$ cat src/rtl/loader_pkg.sv
// Shared types and default sizing for the RAM program loader.
package loader_pkg;

   localparam int DEF_ADDR_WIDTH = 4;
   localparam int DEF_DATA_WIDTH = 8;
   localparam int DEF_NUM_WORDS  = 16;

   typedef enum logic [1:0] {
      IDLE  = 2'd0,
      LOAD  = 2'd1,
      CHECK = 2'd2,
      DONE  = 2'd3
   } state_t;

endpackage

$ cat src/rtl/ram_loader.sv
// Streams bytes into the program RAM words 0..NUM_WORDS-1 while holding the CPU off the bus.
// Optional trailing checksum byte is enabled by defining LOADER_CHECKSUM_EN.
//
// state | meaning
// IDLE  | waiting for start, bus released
// LOAD  | accepting data bytes, one RAM write per accepted byte
// CHECK | accepting the checksum byte (LOADER_CHECKSUM_EN only)
// DONE  | session complete, waiting for a new start
module ram_loader
   import loader_pkg::*;
#(
   parameter int ADDR_WIDTH = DEF_ADDR_WIDTH,
   parameter int DATA_WIDTH = DEF_DATA_WIDTH,
   parameter int NUM_WORDS  = DEF_NUM_WORDS
) (
   input  logic                  clk,
   input  logic                  reset,
   input  logic                  start,
   input  logic                  in_valid,
   input  logic [DATA_WIDTH-1:0] in_data,
   output logic                  in_ready,
   output logic                  ram_we,
   output logic [ADDR_WIDTH-1:0] ram_addr,
   output logic [DATA_WIDTH-1:0] ram_data,
   output logic                  busy,
   output logic                  done,
   output logic                  cpu_hold,
   output logic                  error
);

   localparam logic [ADDR_WIDTH-1:0] LAST_ADDR = ADDR_WIDTH'(NUM_WORDS - 1);

`ifdef LOADER_CHECKSUM_EN
   localparam state_t AFTER_LAST = CHECK;
`else
   localparam state_t AFTER_LAST = DONE;
`endif

   state_t                state, state_nxt;
   logic [ADDR_WIDTH-1:0] count;
   logic                  hs;
   logic                  start_ok;
   logic                  last_hs;

   assign in_ready = (state == LOAD) || (state == CHECK);
   assign hs       = in_valid & in_ready;
   assign start_ok = start && ((state == IDLE) || (state == DONE));
   assign last_hs  = (state == LOAD) && hs && (count == LAST_ADDR);

   // The final write pulse lands in the first cycle after LOAD, so busy covers it.
   assign busy     = in_ready | ram_we;
   assign cpu_hold = busy;
   assign done     = (state == DONE) && !ram_we;

   always_ff @(posedge clk or posedge reset) begin
      if (reset) state <= IDLE;
      else       state <= state_nxt;
   end

   always_comb begin
      state_nxt = state;
      case (state)
         IDLE:    if (start)   state_nxt = LOAD;
         LOAD:    if (last_hs) state_nxt = AFTER_LAST;
         CHECK:   if (hs)      state_nxt = DONE;
         DONE:    if (start)   state_nxt = LOAD;
         default:              state_nxt = IDLE;
      endcase
   end

   always_ff @(posedge clk or posedge reset) begin
      if (reset) begin
         count    <= '0;
         ram_we   <= 1'b0;
         ram_addr <= '0;
         ram_data <= '0;
      end else begin
         ram_we <= 1'b0;
         if (start_ok) begin
            count <= '0;
         end else if ((state == LOAD) && hs) begin
            ram_we   <= 1'b1;
            ram_addr <= count;
            ram_data <= in_data;
            if (count != LAST_ADDR) count <= count + ADDR_WIDTH'(1);
         end
      end
   end

`ifdef LOADER_CHECKSUM_EN
   logic [DATA_WIDTH-1:0] sum;
   logic                  error_q;

   always_ff @(posedge clk or posedge reset) begin
      if (reset) begin
         sum     <= '0;
         error_q <= 1'b0;
      end else if (start_ok) begin
         sum     <= '0;
         error_q <= 1'b0;
      end else if ((state == LOAD) && hs) begin
         sum <= sum + in_data;
      end else if ((state == CHECK) && hs) begin
         error_q <= (in_data != sum);
      end
   end

   assign error = error_q;
`else
   assign error = 1'b0;
`endif

endmodule

$ cat config.mk
export PLATFORM = sky130hd
export DESIGN_NAME = ram_loader
export DESIGN_NICKNAME = d
export VERILOG_FILES = /design/src/rtl/loader_pkg.sv /design/src/rtl/ram_loader.sv
export SDC_FILE = /design/constraint.sdc
export NUM_CORES = 1
export LEC_CHECK = 0
export CORE_ASPECT_RATIO = 0.9
export CORE_MARGIN = 2
export CORE_UTILIZATION = 33
export DETAILED_ROUTE_END_ITERATION = 7
export HOLD_SLACK_MARGIN = 0.02
export PLACE_DENSITY = 0.68
export SLEW_MARGIN = 5
export SYNTH_ARGS = -nofsm -noshare
export SYNTH_HDL_FRONTEND = slang
export SYNTH_SLANG_ARGS = --single-unit
$ cat constraint.sdc
create_clock -name clk -period 2.1 [get_ports clk]
set_input_delay 0.21 -clock clk [delete_from_list [all_inputs] [get_ports clk]]
set_output_delay 0.21 -clock clk [all_outputs]
set_load 0.05 [all_outputs]
======== After elaboration in Yosys (flattened, before gate mapping) ========
Index checks and enable logic that the tools add are counted.
Widths: inputs -> output; s select.
cells by class
  reductions and logical operators ........ 14
  muxes and demuxes ....................... 9
  add/sub/neg operators ................... 1
  bitwise operators ....................... 3
  equal/unequal tests ..................... 8
operator list
  cell                 count
  $mux 4               3
  $mux 2               3
  $pmux 2 s3           1
  $add 4x1->4 const B  1
  $eq 2x2->1 const B   2
  $eq 4x4->1 const B   1
  $logic_and 1x1->1    4
  $ne 2x2->1 const B   2
  $ne 4x4->1 const B   1
  $reduce_and 2->1     2
  $reduce_bool 2->1    2
  $reduce_and 3->1     1
  $eq 2x1->1 const B   1
  $logic_not 2->1      1
  $logic_or 1x1->1     2
  $mux 1               2
  $ne 2x1->1 const B   1
  $reduce_or 2->1      1
  $and 1x1->1          1
  $logic_not 1->1      1
  $not 1->1            1
  $or 1x1->1           1
storage, ports and cells
  logic and storage cells ................. 40
  output and inout bits ................... 18
  input port bits ......................... 12
  bits in registers ....................... 19

======== Depth between registers and ports, before layout ========
  depth after elaboration ................. 7
  depth in mapped cells ................... 6

======== Worst setup path after synthesis ========
No wires, ideal clock.
  path type ............................... register to output
  start ................................... register state[0]
  end ..................................... output port cpu_hold
  slack ................................... 0.392 ns
  cell stages (with the launch flop) ...... 5
  arrival time ............................ 1.498 ns
  path buffers ............................ 1
  path through ............................ dfrtp_1 inv_1 ha_1 or2b_1 buf_4
between the ends
  word-level cells in the longest chain between the ends .. 3
  elaborated cells between the ends (all ways) .. 4
  those cells by class .................... eq/ne: 2; bitwise: 1; reduce/logical: 1
ends and longest elaborated chain
  item                                             line              text
  from (decl)                                      ram_loader.sv:39  state_t state, state_nxt;
  from (signal assigned)                           ram_loader.sv:57  else state <= state_nxt;
  $eq 2x1->1 / $eq 2x2->1 (equally long branches)  ram_loader.sv:45  assign in_ready = (state == LOAD) || (state == CHECK);
  $logic_or 1x1->1 *                               ram_loader.sv:45
  $or 1x1->1 *                                     ram_loader.sv:51  assign busy = in_ready | ram_we;
  to (decl)                                        ram_loader.sv:27  output logic cpu_hold,
Mark *: on every way between the ends. The rest lies on a longest branch, timed or not.

======== Final worst setup path ========
Ends and elaborated chain as after synthesis.

==> metrics.md <==
| Metric | Value |
|---|---|
| Die W | `60.6 um` |
| DR pass1 iterations | `4` |
| Synth top area share | `50.0%` |
| I/O pin count | `30` |
| Multi-input gate area | `422 um2` |
| Routed wire length | `1690 um` |
| Mapped Avg Cell Area | `12.7 um2` |
| Largest area contributor in the netlist | `dfrtp_1` |
| Synth top area cells | `dfrtp_1 50%, mux2_4 14%, ha_1 5.3%, mux2_2 3.6%, buf_12 2.1%` |
| Top cells by count, synth | `19 x dfrtp_1, 9 x mux2_4, 5 x inv_1` |
| Arr. time, crit path | `1.62 ns` |
| Number of global-route vias before repair | `651` |
| Clk_lat worst skew | `0.29 ns` |
| Largest net degree at the start of global routing | `20` |
| Slew Limit Fails | `0` |
| #FFs+latches synth | `19` |
| CTS H-tree depth | `1` |
| Ratio of final minimum period to clock period | `87.4%` |
| HPWL after detailed placement | `1360 um` |
| GPL Wtd Cong | `0.784` |
| Via count | `661` |
| Min Tclk post-route | `1.83 ns` |
| Vias per cell | `4.53` |
| R2r worst-path depth | `6` |
| Initial antenna violation count | `0` |
| Cells after Synth | `75` |
| Worst-path cell chain | `inv_1, ha_1, or2b_1, buf_12` |
| Critical Path Sink Type | `output port` |
| Post-Layout Cell Count | `146` |
| Distinct cell type count after synthesis | `32` |
| Yosys warns | `0` |
| Layout cells sized above 1 | `23.6%` |
| P_sw | `971 uW` |
| Final setup viols | `0` |
| Clock power frac | `8.9%` |
| Register area | `475 um2` |
| Switching share of power | `46.6%` |
| Rows | `18` |
| First-pass GRT wire length | `2750 um` |
| RSZ-0062 raised after global routing | `no` |
| 1st-iter DRT viols | `22` |
| Ant diodes | `0` |
| WL per Instance | `11.6 um` |
| VDD IR-drop max | `0.389 mV` |
| Comb pwr share | `63.3%` |
| Slew Limit Headroom | `52.6%` |
| Hold Fails Final Rpt | `0` |
| Leakage power | `0.000610 uW` |
| Internal power | `1110 uW` |
| Setup Total Neg Slack | `0 ns` |
| Synthesized area | `951 um2` |
| Flop pwr share | `27.8%` |
| Synthesized Nets | `91` |
| Status | `finished, final reports clean` |
| TritonCTS Buffers | `3` |
| CTS clock-pin slew for the worst setup and hold paths | `0.11 ns` |
| Area growth syn-to-layout | `37.6%` |
| Filler cell count in the final layout | `256` |
| Pwr Density | `1590 nW/um2` |
| GRT Total Usage | `11.1%` |
| Predominant post-synthesis flop cell | `dfrtp_1` |
| Clock skew | `0.00294 ns` |
| Placed cells | `142` |
| Worst setup SP type | `flop` |
| Seq/Total Area, Yosys | `50.0%` |
| Crit Path Category | `reg2out` |
| NumNets Final | `123` |
| Antenna Violating Nets Remaining | `0` |
| CP max-delay cell | `dfrtp_1` |
| Max Buffers Root-to-Sink | `2` |
| Crit-path max FO | `6` |
| Worst hold path type | `in2async` |
| Worst Path Required | `1.89 ns` |
| Worst Tran Pin Value | `0.709 ns` |
| Hold Worst Slack | `0.318 ns` |
| Core footprint | `2750 um2` |
| TritonCTS clock tree | `built` |
| Die extent in y | `54.9 um` |
| Clock Sinks | `19` |
| Max-capacitance violation count | `0` |
| Max Fclk | `545 MHz` |
| EDFF count, synth | `0` |
| Total grt overflow | `0` |
| Clk root buf | `clkbuf_4` |
| Count leader, synth | `dfrtp_1` |
| Crit path largest cell delay | `0.41 ns` |
| Die area | `3330 um2` |
| Port-buffer cells | `28` |
| Initial Util | `34.6%` |
| Synth async-reset ratio | `100%` |
| Drc violations | `0` |
## metrics by stage
| stage | util (%) | area (um2) | power (uW) | setup WS [ns] |
|---|---|---|---|---|
| 2_1_floorplan | - | 951 | 1510 | 0.392 |
| 3_3_place_gp | 46.5 | 1280 | 1900 | 0.375 |
| 4_1_cts | 47.5 | 1310 | 2110 | 0.0874 |
| 5_1_grt | 47.6 | 1310 | 2210 | 0.136 |
| 6_report | 47.6 | 1310 | 2080 | 0.266 |
| 3_5_place_dp | 46.5 | 1280 | 1920 | 0.313 |
## kinds of logic after synthesis
logic type	after synthesis	synth area share, %
other cells	1	0.394
compound gates	10	7.50
flops	19	50.0
mux	13	18.8
fa+ha+maj	4	5.26
simple gates	20	12.4
buf+inv	8	5.66
## layout by cell type, fill, tap and decap left out, types with 2 or more instances in the layout
cell type / instances
clkdlybuf4s50_1: 24
dfrtp_1: 19
mux2_4: 9
inv_1: 5
nand2_1: 4
ha_1: 4
mux2_2: 3
clkbuf_4: 3
buf_4: 3
nand3_1: 2
nor2_1: 2
nor2b_1: 2
o21ai_0: 2
buf_12: 2
## flip-flops by register name (all words and copies together), names as in the netlist
name,flops
count,4
ram_data,8
ram_addr,4
state,2
ram_we,1
## what timing repair did
action	in CTS	in global routing
endpoints found under the hold margin	0	0
setup endpoints to repair	0	1
hold buffers	0	0
setup buffers	0	0
gates resized for setup	0	1
## path summary, 6_finish.rpt
check	start	slack, ns	endpoint
max	state[0]	0.27	cpu_hold
min	reset	0.32	ram_data[1]
max reg2reg	state[0]	0.31	ram_data[0]
min reg2reg	ram_data[3]	0.52	ram_data[3]
max in group asynchronous	reset	1.34	ram_addr[3]
min in group clk	ram_data[3]	0.52	ram_data[3]
## power groups by stage
stage          Clock [uW]  Combinational, uW  Sequential, uW
2_1_floorplan           0                570             941
3_3_place_gp            0               1310             588
3_5_place_dp            0               1330             592
4_1_cts               195               1330             584
5_1_grt               218               1390             601
6_report              185               1320             580
## layer usage
metal	global-route usage (%)	up-vias	wire length (um)	share of wire (%)
met4	3.26	0	0	0
met5	0	-	0	0
li1	-	320	-	-
met1	13.5	322	756	45
met3	2.56	0	104	6.1
met2	19.7	19	832	49
## layout make-up
| class | count | area share (%) |
|---|---|---|
| clock inverter | 1 | 0.382 |
| tap | 40 | 3.82 |
| timing repair buffer | 30 | 24.1 |
| multi-input combinational | 48 | 32.2 |
| inverter | 5 | 1.43 |
| clock buffer | 3 | 1.72 |
| sequential | 19 | 36.3 |
## worst max-delay path: cells and delay by family (launching register included)
family,cells,cell delay (ns)
adders and majority gates,1,0.35
buffers and inverters,2,0.25
DFF,1,0.41
and+or+nand+nor,1,0.33
(Power assumes the default switching activity.)
